## config.mk

```make
export PLATFORM = sky130hd
export DESIGN_NAME = conv_enc_framer
export DESIGN_NICKNAME = d
export VERILOG_FILES = /design/src/rtl/conv_enc_framer.sv
export SDC_FILE = /design/constraint.sdc
export NUM_CORES = 1
export LEC_CHECK = 0
export ABC_AREA = 1
export BUFFER_PORTS_ARGS = -buffer_cell sky130_fd_sc_hd__buf_2
export CAP_MARGIN = 20
export CORE_MARGIN = 5
export CORE_UTILIZATION = 40
export CTS_CLUSTER_SIZE = 40
export DETAILED_ROUTE_END_ITERATION = 8
export GPL_TIMING_DRIVEN = 0
export PLACE_DENSITY_LB_ADDON = 0.12
export SLEW_MARGIN = 15
export SYNTH_ARGS = -nofsm -noshare
export SYNTH_HDL_FRONTEND = slang
export SYNTH_SLANG_ARGS = --single-unit
```

## constraint.sdc

```tcl
create_clock -name clk -period 5.3 [get_ports clk]
set_input_delay 1.325 -clock clk [delete_from_list [all_inputs] [get_ports clk]]
set_output_delay 1.325 -clock clk [all_outputs]
set_load 0.01 [all_outputs]
```

## src/rtl/conv_enc_framer.sv

```systemverilog
// conv_enc_framer: frames an upstream byte stream into a rate-1/2, K=4
// convolutional code stream. Each frame is the payload bits (MSB first)
// followed by three zero tail bits that return the encoder to state 000.
// Every frame is followed by GAP_CYCLES idle cycles. enc_d/enc_enable are
// registered and lead the internal state by one cycle, so a byte accepted in
// cycle N shows its first code pair in cycle N+1.
module conv_enc_framer #(
  parameter int GAP_CYCLES = 2
) (
  input  logic        clk,
  input  logic        rst,
  input  logic        s_valid,
  input  logic [7:0]  s_data,
  input  logic        s_last,
  output logic        s_ready,
  output logic [1:0]  enc_d,
  output logic        enc_enable,
  output logic        frame_done,
  output logic        underrun,
  output logic [15:0] bit_count
);

  typedef enum logic [1:0] {
    IDLE = 2'd0,
    ENC  = 2'd1,
    TAIL = 2'd2,
    GAP  = 2'd3
  } state_t;

  localparam logic [3:0] GAP_LOAD = 4'(GAP_CYCLES);

  state_t      state, state_nxt;
  logic [7:0]  byte_q, byte_nxt;
  logic        last_q, last_nxt;
  logic [2:0]  sr_q, sr_nxt;
  logic [2:0]  bit_idx_q, bit_idx_nxt;
  logic [1:0]  tail_cnt_q, tail_cnt_nxt;
  logic [3:0]  gap_cnt_q, gap_cnt_nxt;
  logic [1:0]  enc_d_nxt;
  logic        enc_enable_nxt;
  logic        frame_done_nxt;
  logic        underrun_nxt;
  logic [15:0] bit_count_nxt;
  logic        bit_in;

  // Code pair {c0, c1} for input bit b with encoder state sr (sr[2] newest):
  // c0 uses taps 1101, c1 uses taps 1111.
  function automatic logic [1:0] enc_pair(input logic b, input logic [2:0] sr);
    enc_pair = {b ^ sr[2] ^ sr[0], b ^ sr[2] ^ sr[1] ^ sr[0]};
  endfunction

  // Saturating increment for the emitted-pair counter.
  function automatic logic [15:0] sat_inc(input logic [15:0] v);
    sat_inc = (v == 16'hFFFF) ? v : v + 16'd1;
  endfunction

  // Next-state and next-output logic; outputs are precomputed one cycle ahead.
  always_comb begin
    state_nxt      = state;
    byte_nxt       = byte_q;
    last_nxt       = last_q;
    sr_nxt         = sr_q;
    bit_idx_nxt    = bit_idx_q;
    tail_cnt_nxt   = tail_cnt_q;
    gap_cnt_nxt    = gap_cnt_q;
    enc_d_nxt      = 2'b00;
    enc_enable_nxt = 1'b0;
    frame_done_nxt = 1'b0;
    underrun_nxt   = 1'b0;
    bit_count_nxt  = enc_enable ? sat_inc(bit_count) : bit_count;
    bit_in         = 1'b0;
    s_ready        = 1'b0;

    case (state)
      IDLE: begin
        s_ready = 1'b1;
        if (s_valid) begin
          // New frame: encoder starts from the all-zero state.
          bit_in         = s_data[7];
          byte_nxt       = s_data;
          last_nxt       = s_last;
          enc_d_nxt      = enc_pair(bit_in, 3'b000);
          sr_nxt         = {bit_in, 2'b00};
          enc_enable_nxt = 1'b1;
          bit_idx_nxt    = 3'd0;
          bit_count_nxt  = 16'd0;
          state_nxt      = ENC;
        end
      end

      ENC: begin
        if (bit_idx_q != 3'd7) begin
          bit_in         = byte_q[3'd6 - bit_idx_q];
          enc_d_nxt      = enc_pair(bit_in, sr_q);
          sr_nxt         = {bit_in, sr_q[2:1]};
          enc_enable_nxt = 1'b1;
          bit_idx_nxt    = bit_idx_q + 3'd1;
        end else begin
          // Last bit of the byte is on enc_d now; next byte may follow with no bubble.
          s_ready = ~last_q;
          if (!last_q && s_valid) begin
            bit_in         = s_data[7];
            byte_nxt       = s_data;
            last_nxt       = s_last;
            enc_d_nxt      = enc_pair(bit_in, sr_q);
            sr_nxt         = {bit_in, sr_q[2:1]};
            enc_enable_nxt = 1'b1;
            bit_idx_nxt    = 3'd0;
          end else begin
            // Frame ends: normally on s_last, or early when upstream starves.
            underrun_nxt   = ~last_q;
            enc_d_nxt      = enc_pair(1'b0, sr_q);
            sr_nxt         = {1'b0, sr_q[2:1]};
            enc_enable_nxt = 1'b1;
            tail_cnt_nxt   = 2'd0;
            state_nxt      = TAIL;
          end
        end
      end

      TAIL: begin
        if (tail_cnt_q != 2'd2) begin
          enc_d_nxt      = enc_pair(1'b0, sr_q);
          sr_nxt         = {1'b0, sr_q[2:1]};
          enc_enable_nxt = 1'b1;
          tail_cnt_nxt   = tail_cnt_q + 2'd1;
        end else begin
          frame_done_nxt = 1'b1;
          gap_cnt_nxt    = GAP_LOAD;
          state_nxt      = GAP;
        end
      end

      GAP: begin
        if (gap_cnt_q <= 4'd1) begin
          state_nxt = IDLE;
        end else begin
          gap_cnt_nxt = gap_cnt_q - 4'd1;
        end
      end

      default: begin
        state_nxt = GAP;
        gap_cnt_nxt = GAP_LOAD;
      end
    endcase
  end

  // State register; reset parks the block in GAP so upstream waits GAP_CYCLES.
  always_ff @(posedge clk or negedge rst) begin
    if (!rst) begin
      state      <= GAP;
      gap_cnt_q  <= GAP_LOAD;
      tail_cnt_q <= 2'd0;
      bit_idx_q  <= 3'd0;
    end else begin
      state      <= state_nxt;
      gap_cnt_q  <= gap_cnt_nxt;
      tail_cnt_q <= tail_cnt_nxt;
      bit_idx_q  <= bit_idx_nxt;
    end
  end

  // Encoder state, latched byte and registered outputs; reset clears them at once.
  always_ff @(posedge clk or negedge rst) begin
    if (!rst) begin
      byte_q     <= 8'd0;
      last_q     <= 1'b0;
      sr_q       <= 3'b000;
      enc_d      <= 2'b00;
      enc_enable <= 1'b0;
      frame_done <= 1'b0;
      underrun   <= 1'b0;
      bit_count  <= 16'd0;
    end else begin
      byte_q     <= byte_nxt;
      last_q     <= last_nxt;
      sr_q       <= sr_nxt;
      enc_d      <= enc_d_nxt;
      enc_enable <= enc_enable_nxt;
      frame_done <= frame_done_nxt;
      underrun   <= underrun_nxt;
      bit_count  <= bit_count_nxt;
    end
  end

endmodule
```

* Word-level counts from Yosys, hierarchy flattened *
Cells that the tools add are included.
W data, S select, Z words.

word-level totals
  register bits after elaboration = 44
  bits of input ports = 12
  output and inout bits = 22
  word-level logic and storage cells = 110

operators by class
  add/sub/neg operators = 5
  $lt $le $gt $ge = 2
  equality and inequality tests = 15
  muxes and demuxes = 51
  bitwise operators = 12
  reductions and logical operators = 13

operators by type and width
  kind                     count
  $mux W16                 4
  $mux W2                  12
  $mux W8                  3
  $mux W3                  7
  $ne A2 B2 Y1 const B     9
  $add A16 B1 Y16 const B  1
  $eq A16 B16 Y1 const B   1
  $pmux W8 S2              1
  $mux W1                  12
  $xor A1 B1 Y1            11
  $pmux W3 S3              1
  $reduce_and A3 Y1        3
  $mux W4                  2
  $pmux W2 S4              1
  $pmux W4 S2              1
  $reduce_and A4 Y1        2
  $ne A3 B3 Y1 const B     2
  $pmux W2 S3              1
  $pmux W3 S2              1
  $reduce_bool A2 Y1       3
  $reduce_and A5 Y1        1
  $eq A2 B2 Y1 const B     2
  $le A4 B1 Y1 const B     1
  $lt A3 B4 Y1 const B     1
  other kinds (14)         15

* Depth between registers and ports, before layout *
  depth after elaboration = 8
  gate-level depth with buffers = 11
  gate-level depth less buffers = 11

* Worst setup path before layout *
Ideal clock, no wire load.

  path type = register to output
  start = register state[0]
  end = output s_ready
  data arrival time = 1.211 ns
  required time = 3.975 ns
  path slack = 2.764 ns
  cell stages (with the launch flop) = 5
  path buffers = 1
  cells stage by stage = dfstp_2 ha_1 clkbuf_2 nand2_1 o21ai_0

on the way
  word-level cells in the longest chain between the ends = 2
  elaborated cells between the ends (all ways) = 3
  those cells by class = eq/ne: 1; mux: 1; reduce/logical: 1

ends and longest elaborated chain
  element                                                  line  source
  from (decl)                                              32    state_t state, state_nxt;
  from (signal assigned)                                   157   state <= state_nxt;
  $eq A2 B1 Y1 / $logic_not A2 Y1 (equally long branches)  74    case (state)
  $pmux W1 S2 (*)                                          74
  to (decl)                                                15    output logic s_ready,

Every way passes the cells marked *; elsewhere a longest branch is shown, timed or not.

* Worst setup path after layout *
  start = register state[1]
  end = output s_ready

The elaborated chain is that of the path after synthesis.

==> results_tabular.tex <==
\begin{tabular}{lr}
\hline
Metric & Value \\
\hline
\multicolumn{2}{l}{\textbf{STA}} \\
Min Tclk post-route & 3000 ps \\
Maximum operating frequency & 333 MHz \\
Max Transition Viols Final & 0 \\
Setup repair after global routing missed its margin & no \\
Share of the clock period used by the worst path after layout & 56.6\% \\
Layout Skew & 8.07 ps \\
Final Hold Fails & 0 \\
Slew HR & 60.1\% \\
Least-Margin Pin Slew & 599 ps \\
Worst Setup Slack, final & 2300 ps \\
Endpoints failing setup & 0 \\
Sum of negative setup slack & 0 ps \\
\multicolumn{2}{l}{\textbf{Yosys}} \\
Top-area cell type share of the netlist area & 39.9\% \\
Synthesized netlist net count & 349 \\
Number of distinct library cell variants in the gate-level netlist after synthesis & 38 \\
Largest area contributor in the synthesized netlist & sky130\_fd\_sc\_hd\_\_dfrtp\_1 \\
Cell area after synthesis & 2570 um2 \\
Synth Warn \# & 0 \\
Post-synth EDFFs & 0 \\
Top flip-flop cell by instance count after synthesis & sky130\_fd\_sc\_hd\_\_dfrtp\_1 \\
Cell types occupying the most area after synthesis & sky130\_fd\_sc\_hd\_\_dfrtp\_1 (40\%), sky130\_fd\_sc\_hd\_\_nand2\_1 (12\%), sky130\_fd\_sc\_hd\_\_inv\_1 (6.7\%), sky130\_fd\_sc\_hd\_\_nand3\_1 (5.6\%), sky130\_fd\_sc\_hd\_\_ha\_1 (5.4\%) \\
Syn\_area\_per\_cell & 7.89 um2 \\
Flops \& latches, synth & 44 \\
Sequential-to-total area share from yosys stat & 42.9\% \\
Share of flip-flops with an asynchronous set or reset & 100\% \\
Post-Synthesis Cells & 326 \\
\multicolumn{2}{l}{\textbf{Min path}} \\
Hold path startpoint & byte\_q[0] \\
Min-Delay Path Depth & 1 \\
Hold Path End & byte\_q[0] \\
Worst min-delay path category & flip-flop to flip-flop \\
\multicolumn{2}{l}{\textbf{Power and ir drop}} \\
Sequential fraction of design power & 36.6\% \\
Comb power frac & 47.7\% \\
Largest voltage drop on the vdd net & 238 uV \\
Clock share of power & 15.7\% \\
Reported net switching power & 0.000621 W \\
Power per Cell Area & 492 nW/um2 \\
Leakage component of the power & 1.47 nW \\
Switching fraction of total power & 42.7\% \\
Cell internal pwr & 0.000835 W \\
\multicolumn{2}{l}{\textbf{Critical path}} \\
Cell family contributing the most delay on the critical path & flip-flops \\
Arrival time of the worst setup path & 1680 ps \\
CP Launch Type & flip-flop \\
Launch point of the worst reg-to-reg path & state[1] \\
Crit. End Element & output port \\
Worst r2r path cells & 8 \\
Buf/Inv on CP & 3 \\
Slowest cell on the critical path & sky130\_fd\_sc\_hd\_\_dfstp\_2 \\
Crit path required time & 3970 ps \\
CP peak stage delay & 550 ps \\
R2R Setup Slk & 3430 ps \\
Crit path cell chain & inv\_1, ha\_1, clkbuf\_2, nand2\_1, o21ai\_0, buf\_2 \\
End of the worst register-to-register path & state[0] \\
Largest fanout on the critical path & 8 \\
Critical Setup Path Class & flip-flop to output port \\
\multicolumn{2}{l}{\textbf{Floorplan}} \\
Core region area & 6310 um2 \\
Die Footprint & 8140 um2 \\
Placement row count & 29 \\
Die boundary width & 90.2 um \\
Die Y-Extent & 90.2 um \\
Top-Level Pins & 34 \\
Initial core utilization & 40.7\% \\
\multicolumn{2}{l}{\textbf{Detailed routing}} \\
Post-detailed-route wirelength per cell & 12.3 um \\
Total wirelength of the detailed-routed design & 5450 um \\
Number of violations reported at the end of detailed-routing iteration 0 & 62 \\
Count of vias placed by the detailed router & 2175 \\
Number of detailed-routing iterations run before antenna repair & 4 \\
Antenna violation net count after detailed routing & 0 \\
\# DRC & 0 \\
Vias per cell & 4.89 \\
\multicolumn{2}{l}{\textbf{Clock tree}} \\
Clock latency at the later pin of the worst-skew pair & 290 ps \\
CTS Buffer Depth & 2 \\
Clock slew at reported path FFs & 80 ps \\
Clock root buffer & sky130\_fd\_sc\_hd\_\_clkbuf\_8 \\
Number of clock sinks & 44 \\
Clock buffer count from CTS & 5 \\
Post-CTS resize count & 0 \\
H-tree levels & 2 \\
Hold bufs inserted after CTS & 0 \\
Clock tree from TritonCTS & yes \\
Postcts setup bufs & 0 \\
\multicolumn{2}{l}{\textbf{Layout}} \\
Most frequent standard cell in the layout excluding fill and tap cells & sky130\_fd\_sc\_hd\_\_nand2\_1 \\
Fillers & 673 \\
Fraction of final layout cells sized beyond drive strength 1 & 20.1\% \\
Inserted Diodes & 0 \\
Area growth from synthesis to layout & 15.1\% \\
Top library cells by usage in the layout, fill and taps aside & sky130\_fd\_sc\_hd\_\_nand2\_1 (82), sky130\_fd\_sc\_hd\_\_inv\_1 (46), sky130\_fd\_sc\_hd\_\_dfrtp\_1 (41), sky130\_fd\_sc\_hd\_\_buf\_2 (33), sky130\_fd\_sc\_hd\_\_nand3\_1 (29) \\
Final nets & 390 \\
\multicolumn{2}{l}{\textbf{Placement}} \\
Detailed-placement wirelength estimate & 4140 um \\
Input/output buffers & 33 \\
Final weighted congestion in routability-driven placement & 0.838 \\
Worst slack after detailed placement & 2620 ps \\
\multicolumn{2}{l}{\textbf{Global routing}} \\
Grt total ovfl & 0 \\
Global-route wire length before repair & 9880 um \\
Maximum number of pins on one net before global-route repair & 45 \\
Aggregate global-route resource usage & 14.5\% \\
Antenna violations before repair & 0 \\
Vias in the first global route & 2145 \\
\multicolumn{2}{l}{\textbf{Job}} \\
Reported max-cap violation count & 0 \\
\multicolumn{2}{l}{\textbf{Run status}} \\
Status & finished, final reports clean \\
\hline
\end{tabular}
[through the flow]
stage | area, um2 | std cells | util [%] | hold slack [ps] | total power [W]
after global routing | 2960 | 445 | 46.9 | 528 | 0.00161
after CTS | 2930 | 444 | 46.5 | 503 | 0.00148
final | 2960 | 445 | 46.9 | 501 | 0.00146
after global placement | 2830 | 436 | 44.9 | 480 | 0.00122
after floorplan | 2570 | 326 | - | 453 | 0.00106
after detailed placement | 2830 | 436 | 44.9 | 482 | 0.00124
[sequential cells by signal, indices dropped and copies added (netlist names)]
register and count:
byte_q 8, frame_done 1, enc_d 2, last_q 1, underrun 1, enc_enable 1, bit_idx_q 3, tail_cnt_q 2
gap_cnt_q 4, sr_q 3, bit_count 16, state 2
[worst register-to-register path: stages (launching register included)]
cell	delay (ps)
sky130_fd_sc_hd__dfstp_2	550
sky130_fd_sc_hd__inv_1	70
sky130_fd_sc_hd__ha_1	180
sky130_fd_sc_hd__clkbuf_2	170
sky130_fd_sc_hd__nand2_1	150
sky130_fd_sc_hd__nand2_1	130
sky130_fd_sc_hd__nor4_2	340
sky130_fd_sc_hd__o21ai_0	130
sky130_fd_sc_hd__o21ai_0	90
[power by group through the flow]
stage / registers, W / logic [W] / clock network (W)
global placement: 0.000538 / 0.000686 / 0
finish: 0.000533 / 0.000695 / 0.000229
floorplan: 0.000534 / 0.000522 / 0
detailed placement: 0.000539 / 0.000698 / 0
global route: 0.000549 / 0.000807 / 0.000258
CTS: 0.000534 / 0.000701 / 0.000242
[cell usage after synthesis (4+ instances only)]
| cell type | number |
|---|---|
| sky130_fd_sc_hd__nor2_2 | 4 |
| sky130_fd_sc_hd__mux2_2 | 7 |
| sky130_fd_sc_hd__o21ai_1 | 4 |
| sky130_fd_sc_hd__ha_1 | 11 |
| sky130_fd_sc_hd__nand3_1 | 29 |
| sky130_fd_sc_hd__nor3_1 | 11 |
| sky130_fd_sc_hd__inv_1 | 46 |
| sky130_fd_sc_hd__nand2_1 | 82 |
| sky130_fd_sc_hd__o21ai_0 | 17 |
| sky130_fd_sc_hd__inv_2 | 4 |
| sky130_fd_sc_hd__a21oi_1 | 15 |
| sky130_fd_sc_hd__nor2_1 | 17 |
| sky130_fd_sc_hd__dfrtp_1 | 41 |
[routing by layer]
| layer | GRT usage (%) | share of wire, % | up-vias | routed length, um |
|---|---|---|---|---|
| met5 | 0 | 0 | - | 0 |
| met1 | 18.7 | 47 | 993 | 2590 |
| met4 | 4.34 | 1.2 | 0 | 67 |
| met3 | 3.92 | 4.4 | 7 | 240 |
| met2 | 23.7 | 47 | 33 | 2560 |
| li1 | - | - | 1142 | - |
[area by class of cell]
class / instances / area [um2] / area share (%)
flip-flops and latches: 44 / 1100 / 37.3
clock buffers: 8 / 100 / 3.38
inverters: 51 / 194 / 6.55
plain buffers: 2 / 12.5 / 0.422
well taps: 77 / 96.3 / 3.25
repair buffers: 34 / 193 / 6.51
multi-input cells: 229 / 1260 / 42.6
[logic make-up after synthesis]
| group | share of synthesized area, % |
|---|---|
| buffers and inverters | 8.03 |
| DFF | 42.9 |
| adders and majority gates | 5.35 |
| and+or+nand+nor | 28.2 |
| muxes | 3.50 |
| AOI/OAI and AO/OA | 10.6 |
| xor gates and xnor gates | 1.36 |
[worst max-delay path by stage]
| stage | from | end | slack, ps | cells past startpoint |
|---|---|---|---|---|
| after floorplan | state[0] | s_ready | 2760 | 4 |
| after global placement | state[0] | s_ready | 2580 | 5 |
| after detailed placement | state[1] | s_ready | 2620 | 6 |
| after CTS | state[1] | s_ready | 2280 | 6 |
| after global routing | state[0] | s_ready | 2120 | 5 |
| final | state[1] | s_ready | 2300 | 6 |
(Power assumes the default switching activity.)
